==> config.mk <==
export PLATFORM = sky130hd
export DESIGN_NAME = mcycle_bus_engine_flat
export DESIGN_NICKNAME = d
export VERILOG_FILES = /design/src/rtl/mcycle_bus_engine_if.sv /design/src/rtl/mcycle_bus_engine.sv /design/src/flat_wrapper.sv
export SDC_FILE = /design/constraint.sdc
export NUM_CORES = 1
export LEC_CHECK = 0
export CELL_PAD_IN_SITES_DETAIL_PLACEMENT = 1
export CELL_PAD_IN_SITES_GLOBAL_PLACEMENT = 1
export CORE_MARGIN = 4
export CORE_UTILIZATION = 30
export DETAILED_ROUTE_END_ITERATION = 16
export PLACE_DENSITY_LB_ADDON = 0.1
export SLEW_MARGIN = 20
export SYNTH_ARGS = -nofsm -noshare
export SYNTH_HDL_FRONTEND = slang
export SYNTH_SLANG_ARGS = --single-unit
==> constraint.sdc <==
create_clock -name clk -period 1.65 [get_ports clk]
set_input_delay 0.2475 -clock clk [delete_from_list [all_inputs] [get_ports clk]]
set_output_delay 0.2475 -clock clk [all_outputs]
set_load 0.05 [all_outputs]
==> src/rtl/mcycle_bus_engine_if.sv <==
// Bus bundle between requesters (CPU, DMA), the M-cycle engine and the memory slave.
// The engine is the bus master towards the slave side.
interface mcycle_bus_engine_if #(
  parameter int ADDR_W  = 16,
  parameter int DATA_W  = 8,
  parameter int NUM_CH  = 2,
  parameter int T_PER_M = 4
);
  localparam int PW = $clog2(T_PER_M);

  logic                     stall;
  logic [NUM_CH-1:0]        req;
  logic [NUM_CH-1:0]        we;
  logic [NUM_CH*ADDR_W-1:0] addr;
  logic [NUM_CH*DATA_W-1:0] wdata;
  logic [NUM_CH-1:0]        gnt;
  logic [NUM_CH-1:0]        done;
  logic                     err;
  logic [DATA_W-1:0]        rdata;
  logic [ADDR_W-1:0]        mem_addr;
  logic [DATA_W-1:0]        mem_wdata;
  logic                     mem_rd;
  logic                     mem_wr;
  logic [DATA_W-1:0]        mem_rdata;
  logic                     mem_wait;
  logic [PW-1:0]            t_phase;
  logic                     m_strobe;
  logic                     busy;

  modport master (
    input  stall, req, we, addr, wdata, mem_rdata, mem_wait,
    output gnt, done, err, rdata, mem_addr, mem_wdata, mem_rd, mem_wr,
           t_phase, m_strobe, busy
  );

  modport slave (
    output stall, req, we, addr, wdata, mem_rdata, mem_wait,
    input  gnt, done, err, rdata, mem_addr, mem_wdata, mem_rd, mem_wr,
           t_phase, m_strobe, busy
  );
endinterface

==> src/rtl/mcycle_bus_engine.sv <==
// T-phase/M-cycle sequencer with fixed-priority arbitration, one bus access
// per M-cycle, slave wait states with timeout, and a phase-0 stall.
module mcycle_bus_engine #(
  parameter int ADDR_W   = 16,
  parameter int DATA_W   = 8,
  parameter int NUM_CH   = 2,
  parameter int T_PER_M  = 4,
  parameter int MAX_WAIT = 3
) (
  input logic                clk,
  input logic                rst,
  mcycle_bus_engine_if.master bus
);
  localparam int PW = $clog2(T_PER_M);
  localparam int WW = (MAX_WAIT < 1) ? 1 : $clog2(MAX_WAIT + 1);
  localparam int CW = (NUM_CH > 1) ? $clog2(NUM_CH) : 1;
  localparam logic [PW-1:0] PH_WAIT = PW'(T_PER_M - 2);
  localparam logic [PW-1:0] PH_LAST = PW'(T_PER_M - 1);
  localparam logic [WW-1:0] WAIT_LIM = WW'(MAX_WAIT);

  typedef enum logic {ST_IDLE, ST_ACCESS} state_t;

  state_t            state_q, state_d;
  logic [PW-1:0]     phase_q, phase_d;
  logic [WW-1:0]     wait_cnt_q, wait_cnt_d;
  logic [CW-1:0]     ch_q, ch_d;
  logic              we_q, we_d;
  logic [ADDR_W-1:0] addr_q, addr_d;
  logic [DATA_W-1:0] wdata_q, wdata_d;
  logic [DATA_W-1:0] rdata_q, rdata_d;
  logic              err_q, err_d;

  logic              win_valid;
  logic [CW-1:0]     win_id;
  logic              grant_ok;
  logic              access;

  always_comb begin
    win_valid = 1'b0;
    win_id    = '0;
    for (int unsigned i = 0; i < NUM_CH; i++) begin
      if (bus.req[i] && !win_valid) begin
        win_valid = 1'b1;
        win_id    = CW'(i);
      end
    end
  end

  assign grant_ok = (phase_q == '0) && !bus.stall && !rst && win_valid;
  assign access   = (state_q == ST_ACCESS);

  always_comb begin
    state_d    = state_q;
    phase_d    = phase_q;
    wait_cnt_d = wait_cnt_q;
    ch_d       = ch_q;
    we_d       = we_q;
    addr_d     = addr_q;
    wdata_d    = wdata_q;
    rdata_d    = rdata_q;
    err_d      = err_q;
    if (phase_q == '0) begin
      if (!bus.stall) begin
        phase_d = PW'(1);
        if (win_valid) begin
          state_d = ST_ACCESS;
          ch_d    = win_id;
          we_d    = bus.we[win_id];
          addr_d  = bus.addr[int'(win_id)*ADDR_W +: ADDR_W];
          wdata_d = bus.wdata[int'(win_id)*DATA_W +: DATA_W];
        end
      end
    end else if (phase_q == PH_WAIT && access) begin
      // Wait states hold the phase; the edge after the limit is a timeout.
      if (bus.mem_wait && wait_cnt_q < WAIT_LIM) begin
        wait_cnt_d = wait_cnt_q + WW'(1);
      end else begin
        phase_d = PH_LAST;
        if (bus.mem_wait) err_d = 1'b1;
        else if (!we_q)   rdata_d = bus.mem_rdata;
      end
    end else if (phase_q == PH_LAST) begin
      phase_d    = '0;
      wait_cnt_d = '0;
      state_d    = ST_IDLE;
      err_d      = 1'b0;
    end else begin
      phase_d = phase_q + PW'(1);
    end
  end

  always_ff @(posedge clk) begin
    if (rst) begin
      state_q    <= ST_IDLE;
      phase_q    <= '0;
      wait_cnt_q <= '0;
      ch_q       <= '0;
      we_q       <= 1'b0;
      addr_q     <= '0;
      wdata_q    <= '0;
      rdata_q    <= '0;
      err_q      <= 1'b0;
    end else begin
      state_q    <= state_d;
      phase_q    <= phase_d;
      wait_cnt_q <= wait_cnt_d;
      ch_q       <= ch_d;
      we_q       <= we_d;
      addr_q     <= addr_d;
      wdata_q    <= wdata_d;
      rdata_q    <= rdata_d;
      err_q      <= err_d;
    end
  end

  always_comb begin
    bus.gnt  = '0;
    bus.done = '0;
    if (grant_ok) bus.gnt[win_id] = 1'b1;
    if (access && phase_q == PH_LAST) bus.done[ch_q] = 1'b1;
  end

  assign bus.mem_rd    = access && (phase_q != PH_LAST) && !we_q;
  assign bus.mem_wr    = access && (phase_q != PH_LAST) && we_q;
  assign bus.mem_addr  = addr_q;
  assign bus.mem_wdata = wdata_q;
  assign bus.rdata     = rdata_q;
  assign bus.err       = err_q;
  assign bus.t_phase   = phase_q;
  assign bus.m_strobe  = (phase_q == PH_LAST);
  assign bus.busy      = access;
endmodule

==> src/flat_wrapper.sv <==
// flat-port wrapper written by rule: the top's interface ports become plain ports
module mcycle_bus_engine_flat 
#(
  parameter int ADDR_W   = 16,
  parameter int DATA_W   = 8,
  parameter int NUM_CH   = 2,
  parameter int T_PER_M  = 4,
  parameter int MAX_WAIT = 3
)
  (clk, rst, bus_stall, bus_req, bus_we, bus_addr, bus_wdata, bus_mem_rdata, bus_mem_wait, bus_gnt, bus_done, bus_err, bus_rdata, bus_mem_addr, bus_mem_wdata, bus_mem_rd, bus_mem_wr, bus_t_phase, bus_m_strobe, bus_busy);
  mcycle_bus_engine_if #(.ADDR_W(ADDR_W), .DATA_W(DATA_W), .NUM_CH(NUM_CH), .T_PER_M(T_PER_M)) bus_i ();
  input logic clk;
  input logic rst;
  input wire logic [$bits(bus_i.stall)-1:0] bus_stall;
  input wire logic [$bits(bus_i.req)-1:0] bus_req;
  input wire logic [$bits(bus_i.we)-1:0] bus_we;
  input wire logic [$bits(bus_i.addr)-1:0] bus_addr;
  input wire logic [$bits(bus_i.wdata)-1:0] bus_wdata;
  input wire logic [$bits(bus_i.mem_rdata)-1:0] bus_mem_rdata;
  input wire logic [$bits(bus_i.mem_wait)-1:0] bus_mem_wait;
  output wire logic [$bits(bus_i.gnt)-1:0] bus_gnt;
  output wire logic [$bits(bus_i.done)-1:0] bus_done;
  output wire logic [$bits(bus_i.err)-1:0] bus_err;
  output wire logic [$bits(bus_i.rdata)-1:0] bus_rdata;
  output wire logic [$bits(bus_i.mem_addr)-1:0] bus_mem_addr;
  output wire logic [$bits(bus_i.mem_wdata)-1:0] bus_mem_wdata;
  output wire logic [$bits(bus_i.mem_rd)-1:0] bus_mem_rd;
  output wire logic [$bits(bus_i.mem_wr)-1:0] bus_mem_wr;
  output wire logic [$bits(bus_i.t_phase)-1:0] bus_t_phase;
  output wire logic [$bits(bus_i.m_strobe)-1:0] bus_m_strobe;
  output wire logic [$bits(bus_i.busy)-1:0] bus_busy;
  assign bus_i.stall = bus_stall;
  assign bus_i.req = bus_req;
  assign bus_i.we = bus_we;
  assign bus_i.addr = bus_addr;
  assign bus_i.wdata = bus_wdata;
  assign bus_i.mem_rdata = bus_mem_rdata;
  assign bus_i.mem_wait = bus_mem_wait;
  assign bus_gnt = bus_i.gnt;
  assign bus_done = bus_i.done;
  assign bus_err = bus_i.err;
  assign bus_rdata = bus_i.rdata;
  assign bus_mem_addr = bus_i.mem_addr;
  assign bus_mem_wdata = bus_i.mem_wdata;
  assign bus_mem_rd = bus_i.mem_rd;
  assign bus_mem_wr = bus_i.mem_wr;
  assign bus_t_phase = bus_i.t_phase;
  assign bus_m_strobe = bus_i.m_strobe;
  assign bus_busy = bus_i.busy;
  mcycle_bus_engine #(.ADDR_W(ADDR_W), .DATA_W(DATA_W), .NUM_CH(NUM_CH), .T_PER_M(T_PER_M), .MAX_WAIT(MAX_WAIT)) u_core (.clk(clk), .rst(rst), .bus(bus_i));
endmodule
# Word-level counts from Yosys, hierarchy flattened
# Cells that the tools add are included.
# totals
register_bits	40
input_bits	64
out_inout_bits	43
word_cells	85
# op_classes
add_sub_neg	2
order_cmp	5
eq_ne	10
shifts	2
mux	27
bitwise	5
n_reduce_logical	25
# ops
op	n
32-bit by 6-bit variable part select with 16-bit output	1
2-bit 2-to-1 mux	10
16-bit by 5-bit variable part select with 8-bit output	1
1-bit 2-to-1 mux	15
1-bit logical AND	12
2-bit inequality test (second input constant)	5
4-bit AND reduction	2
3-bit AND reduction	2
1-bit NOT	5
5-bit AND reduction	1
2-bit by 1-bit adder with 2-bit output (second input constant)	2
2-bit == test (second input constant)	2
1-bit logical NOT	4
1-bit by 2-bit less-than comparator with 1-bit output (second input constant)	2
2-bit by 1-bit inequality test with 1-bit output (second input constant)	2
2-bit nonzero test	2
3-bit by 2-bit inequality test with 1-bit output (second input constant)	1
1-bit demux with 1-bit select	2
1-bit >= comparator (second input constant)	2
2-bit logical NOT	1
2-bit less-than comparator (second input constant)	1
2-bit AND reduction	1

# Depth between registers and ports, before layout
# Gate-level depths: netlist of the first run.
# logic_depth
depth_word	9
ltp_mapped	7
mapped_depth_nobuf	5

# Worst setup path after synthesis of the first run
# No wires, ideal clock.
# synth_timing
path_kind	reg-to-output
start	register u_core.phase_q[1] (netlist: u_core.bus.t_phase[1])
end	output bus_mem_rd
t_arrival_ns	2.228
t_required_ns	1.402
setup_slack_ns	-0.825
path_stages_with_launch	3
path_buffers	0
path_cell_list	dfxtp_1 -> ha_1 -> nor3b_1
# synth_via
elab_chain_cells	3
# synth_lines
item	line_no	rtl
start: declaration	mcycle_bus_engine.sv:24	logic [PW-1:0] phase_q, phase_d;
start signal: assignment	mcycle_bus_engine.sv:105	phase_q <= phase_d;
2-bit inequality test	mcycle_bus_engine.sv:123	assign bus.mem_rd = access && (phase_q != PH_LAST) && !we_q;
1-bit logical AND (2 in a row)	mcycle_bus_engine.sv:123	
end: declaration	flat_wrapper.sv:27	output wire logic [$bits(bus_i.mem_rd)-1:0] bus_mem_rd;
# Every way passes these cells.

# Worst setup path after layout of the first run
# layout_timing
start	register u_core.phase_q[0] (netlist: u_core.bus.t_phase[0])
end	output bus_gnt[0]
# layout_via
elab_chain_cells	5
# layout_lines
item	line_no	rtl
2-bit logical NOT	mcycle_bus_engine.sv:49	assign grant_ok = (phase_q == '0) && !bus.stall && !rst && win_valid;
1-bit logical AND (3 in a row)	mcycle_bus_engine.sv:49	
2-bit 2-to-1 mux	mcycle_bus_engine.sv:119	if (grant_ok) bus.gnt[win_id] = 1'b1;
end: declaration	flat_wrapper.sv:21	output wire logic [$bits(bus_i.gnt)-1:0] bus_gnt;
# Every way passes these cells.

==> results of run 1 <==
[layer usage]
metal	track usage [%]	part of all wire [%]	up-vias
met1	20.6	44	1015
li1	-	-	1018
met5	0	0	-
met3	4.02	5.9	10
met2	27.6	49	65
met4	4.81	1.4	0
[worst max-delay path, stage by stage, from the launching register on]
cell	delay (ps)
dfxtp_4	370
clkinvlp_4	180
ha_4	230
and3_4	170
buf_6	150
[registers in the layout, indices dropped and copies added, names as in the netlist, 2 cells and up]
| name | count |
|---|---|
| u_core.bus.mem_addr | 16 |
| u_core.wait_cnt_q | 2 |
| u_core.bus.t_phase | 2 |
| u_core.bus.mem_wdata | 8 |
| u_core.bus.rdata | 8 |
[area by class of cell]
| cell class | instances | share of cell area [%] |
|---|---|---|
| Sequential cell | 40 | 22.5 |
| Inverter | 4 | 0.627 |
| Clock inverter | 1 | 0.835 |
| Multi-Input combinational cell | 147 | 35.2 |
| Clock buffer | 6 | 2.61 |
| Timing Repair Buffer | 130 | 34.8 |
| Tap cell | 96 | 3.34 |
[per-stage QoR]
stage / worst slack, ps / setup TNS, ps / total power [uW] / std cells / hold slack, ps
after floorplan: 7.70 / 0 / 3090 / 210 / 344
after global placement: -68.0 / -654 / 3830 / 410 / 449
after detailed placement: -114 / -1030 / 3880 / 410 / 474
after CTS: -43.1 / -60.1 / 4790 / 417 / 271
after global routing: -58.6 / -238 / 5320 / 424 / 288
final: 20.0 / 0 / 5020 / 424 / 279
[power groups by stage]
stage | clock network, uW | registers, uW | logic [uW]
final | 887 | 1350 | 2780
after global routing | 971 | 1380 | 2960
after CTS | 917 | 1330 | 2550
after detailed placement | 0 | 1350 | 2530
after global placement | 0 | 1340 | 2490
after floorplan | 0 | 1980 | 1110
[placed cells by master (no fill, tap or decap), types with 3 or more instances in the layout]
| cell type | count |
|---|---|
| dfxtp_1 | 37 |
| nand3b_1 | 8 |
| a211oi_2 | 20 |
| a21oi_1 | 36 |
| ha_4 | 4 |
| nand2_1 | 4 |
| mux2i_1 | 26 |
| buf_12 | 9 |
| buf_4 | 55 |
| a211oi_1 | 6 |
| and3_4 | 3 |
| clkbuf_8 | 5 |
| buf_6 | 3 |
| o21ai_0 | 10 |
| clkdlybuf4s50_1 | 62 |
[what timing repair did]
action,in CTS,in global routing
gates cloned,0,1
pin swaps,0,4
gates resized for setup,2,19
endpoints found under the setup margin,3,41
buffers inserted,0,6
[cell families (layout without fill, tap and decap cells)]
group,Yosys count,after routing,synth area share (%)
buffers and inverters,24,141,10.8
AOI/OAI and AO/OA,80,80,26.7
muxes,27,27,12.4
adders and majority gates,6,6,3.42
and+or+nand+nor,33,34,10.2
DFF,40,40,36.5
[path summary, 6_finish.rpt]
| check | startpoint | end | slack (ps) | depth (start not counted) |
|---|---|---|---|---|
| max reg2reg | u_core.bus.t_phase[0]$_SDFFE_PP0P_ | u_core.bus.t_phase[0]$_SDFFE_PP0P_ | 40 | 5 |
| max | u_core.bus.t_phase[0]$_SDFFE_PP0P_ | bus_gnt[0] | 20 | 4 |
| min reg2reg | u_core.bus.rdata[2]$_SDFFE_PP0P_ | u_core.bus.rdata[2]$_SDFFE_PP0P_ | 480 | 2 |
| min | rst | u_core.bus.rdata[2]$_SDFFE_PP0P_ | 280 | 2 |
==> reports/qor.yml, run 1 <==
clock_power_share_pct: 17.7
crit_fanout: 5
cts_sinks: 40
hold_violations: 0
die_y_um: 93.6
placed_area_sq_um: 3320
critical_path_required_ps: 1400
fillCellCount: 776
wl_per_cell_um: 17.3
die-area_sq_um: 8750
grt_pass1_vias: 2243
internal-power_uw: 2880
yosysSeqAreaShare_pct: 36.5
synth_cell_types: 37
port_buffers: 106
seq_area_sq_um: 810
ant_nets: 0
core_area_sq_um: 6940
grt_antenna_before_repair: 0
multiInputGateArea_sq_um: 1270
period_share_pct: 98.8
status: "finished, final reports clean"
critPathArrivalTime_ps: 1380
grt-ovfl-total: 0
post-route-util_pct: 51.8
netlist_instances: 210
worst_setup_path_end_kind: "output port"
drive_gt1_share_pct: 36.3
drt-pass1-iter-count: 4
synth_top_cell_area_share_pct: 36.5
clock_path_buffers: 2
wl_um: 7330
finClkSkew_ps: 5.32
async_reset_ff_share_pct: 0
hold_class: "input pin to flop"
report.final.setup_viol: 0
clk_latency_ps: 290
synth_area_leaders: "dfxtp_1 (36%), mux2i_1 (12%), a211oi_2 (11%), a21oi_1 (8.4%), clkbuf_8 (3.8%)"
fin_nets: 398
p_seq_share_pct: 26.9
grt_max_degree: 26
cts_hold_buf: 0
path_class: "flop to output port"
powerDensity_nw_per_um2: 1400
clk_pin_slew_ps: 80
tightest_slew_ps: 331
syn-cell-area_sq_um: 2200
crit_path_start_kind: "flop"
htree_levels: 2
syn_to_final_growth_pct: 63.7
syn_area_per_cell_sq_um: 10.5
placementRows: 30
diodes: 0
rsz0062_at_grt: "yes"
synth-edff-count: 0
sw_frac_of_total_pct: 42.6
synth_top_flop_cell: "dfxtp_1"
cts_tree: "yes"
yosysTopAreaCell: "dfxtp_1"
pwr-share-comb_pct: 55.4
route.vias.total: 2108
ys_warn_count: 0
place_hpwl_um: 5440
pin_count: 107
slew-limit-headroom_pct: 77.9
p_leak_uw: 0.00135
maxCapViolations: 0
grt_util_all_layers_pct: 16.4
drc_errors: 0
cts_buffers: 5
fp.dieW_um: 93.6
ys_ff_latch: 40
post-route-min-period_ps: 1630
synth_nets: 280
fmax_mhz: 613
peakVddDrop_uv: 851
place.gp.congestion: 0.743
synth_most_common_cell: "dfxtp_1"
drtIter0Drc: 60
via_per_inst: 4.97
switching_power_uw: 2130
design_area_sq_um: 3590
slew_violations: 0
grt_pass1_wl_um: 11500
cts-root-buf: "clkbuf_8"
initial_core_util_pct: 31.6
synthTopCellsByCount: "dfxtp_1 (40), a21oi_1 (37), mux2i_1 (26)"
Power figures use the tool's default switching activity.
==> run 2, diff against run 1 <==
Settings changed: CAP_MARGIN from default to 15.
==> results of run 2 <==
The final DEF is identical to that of run 1; final timing and power are the same.
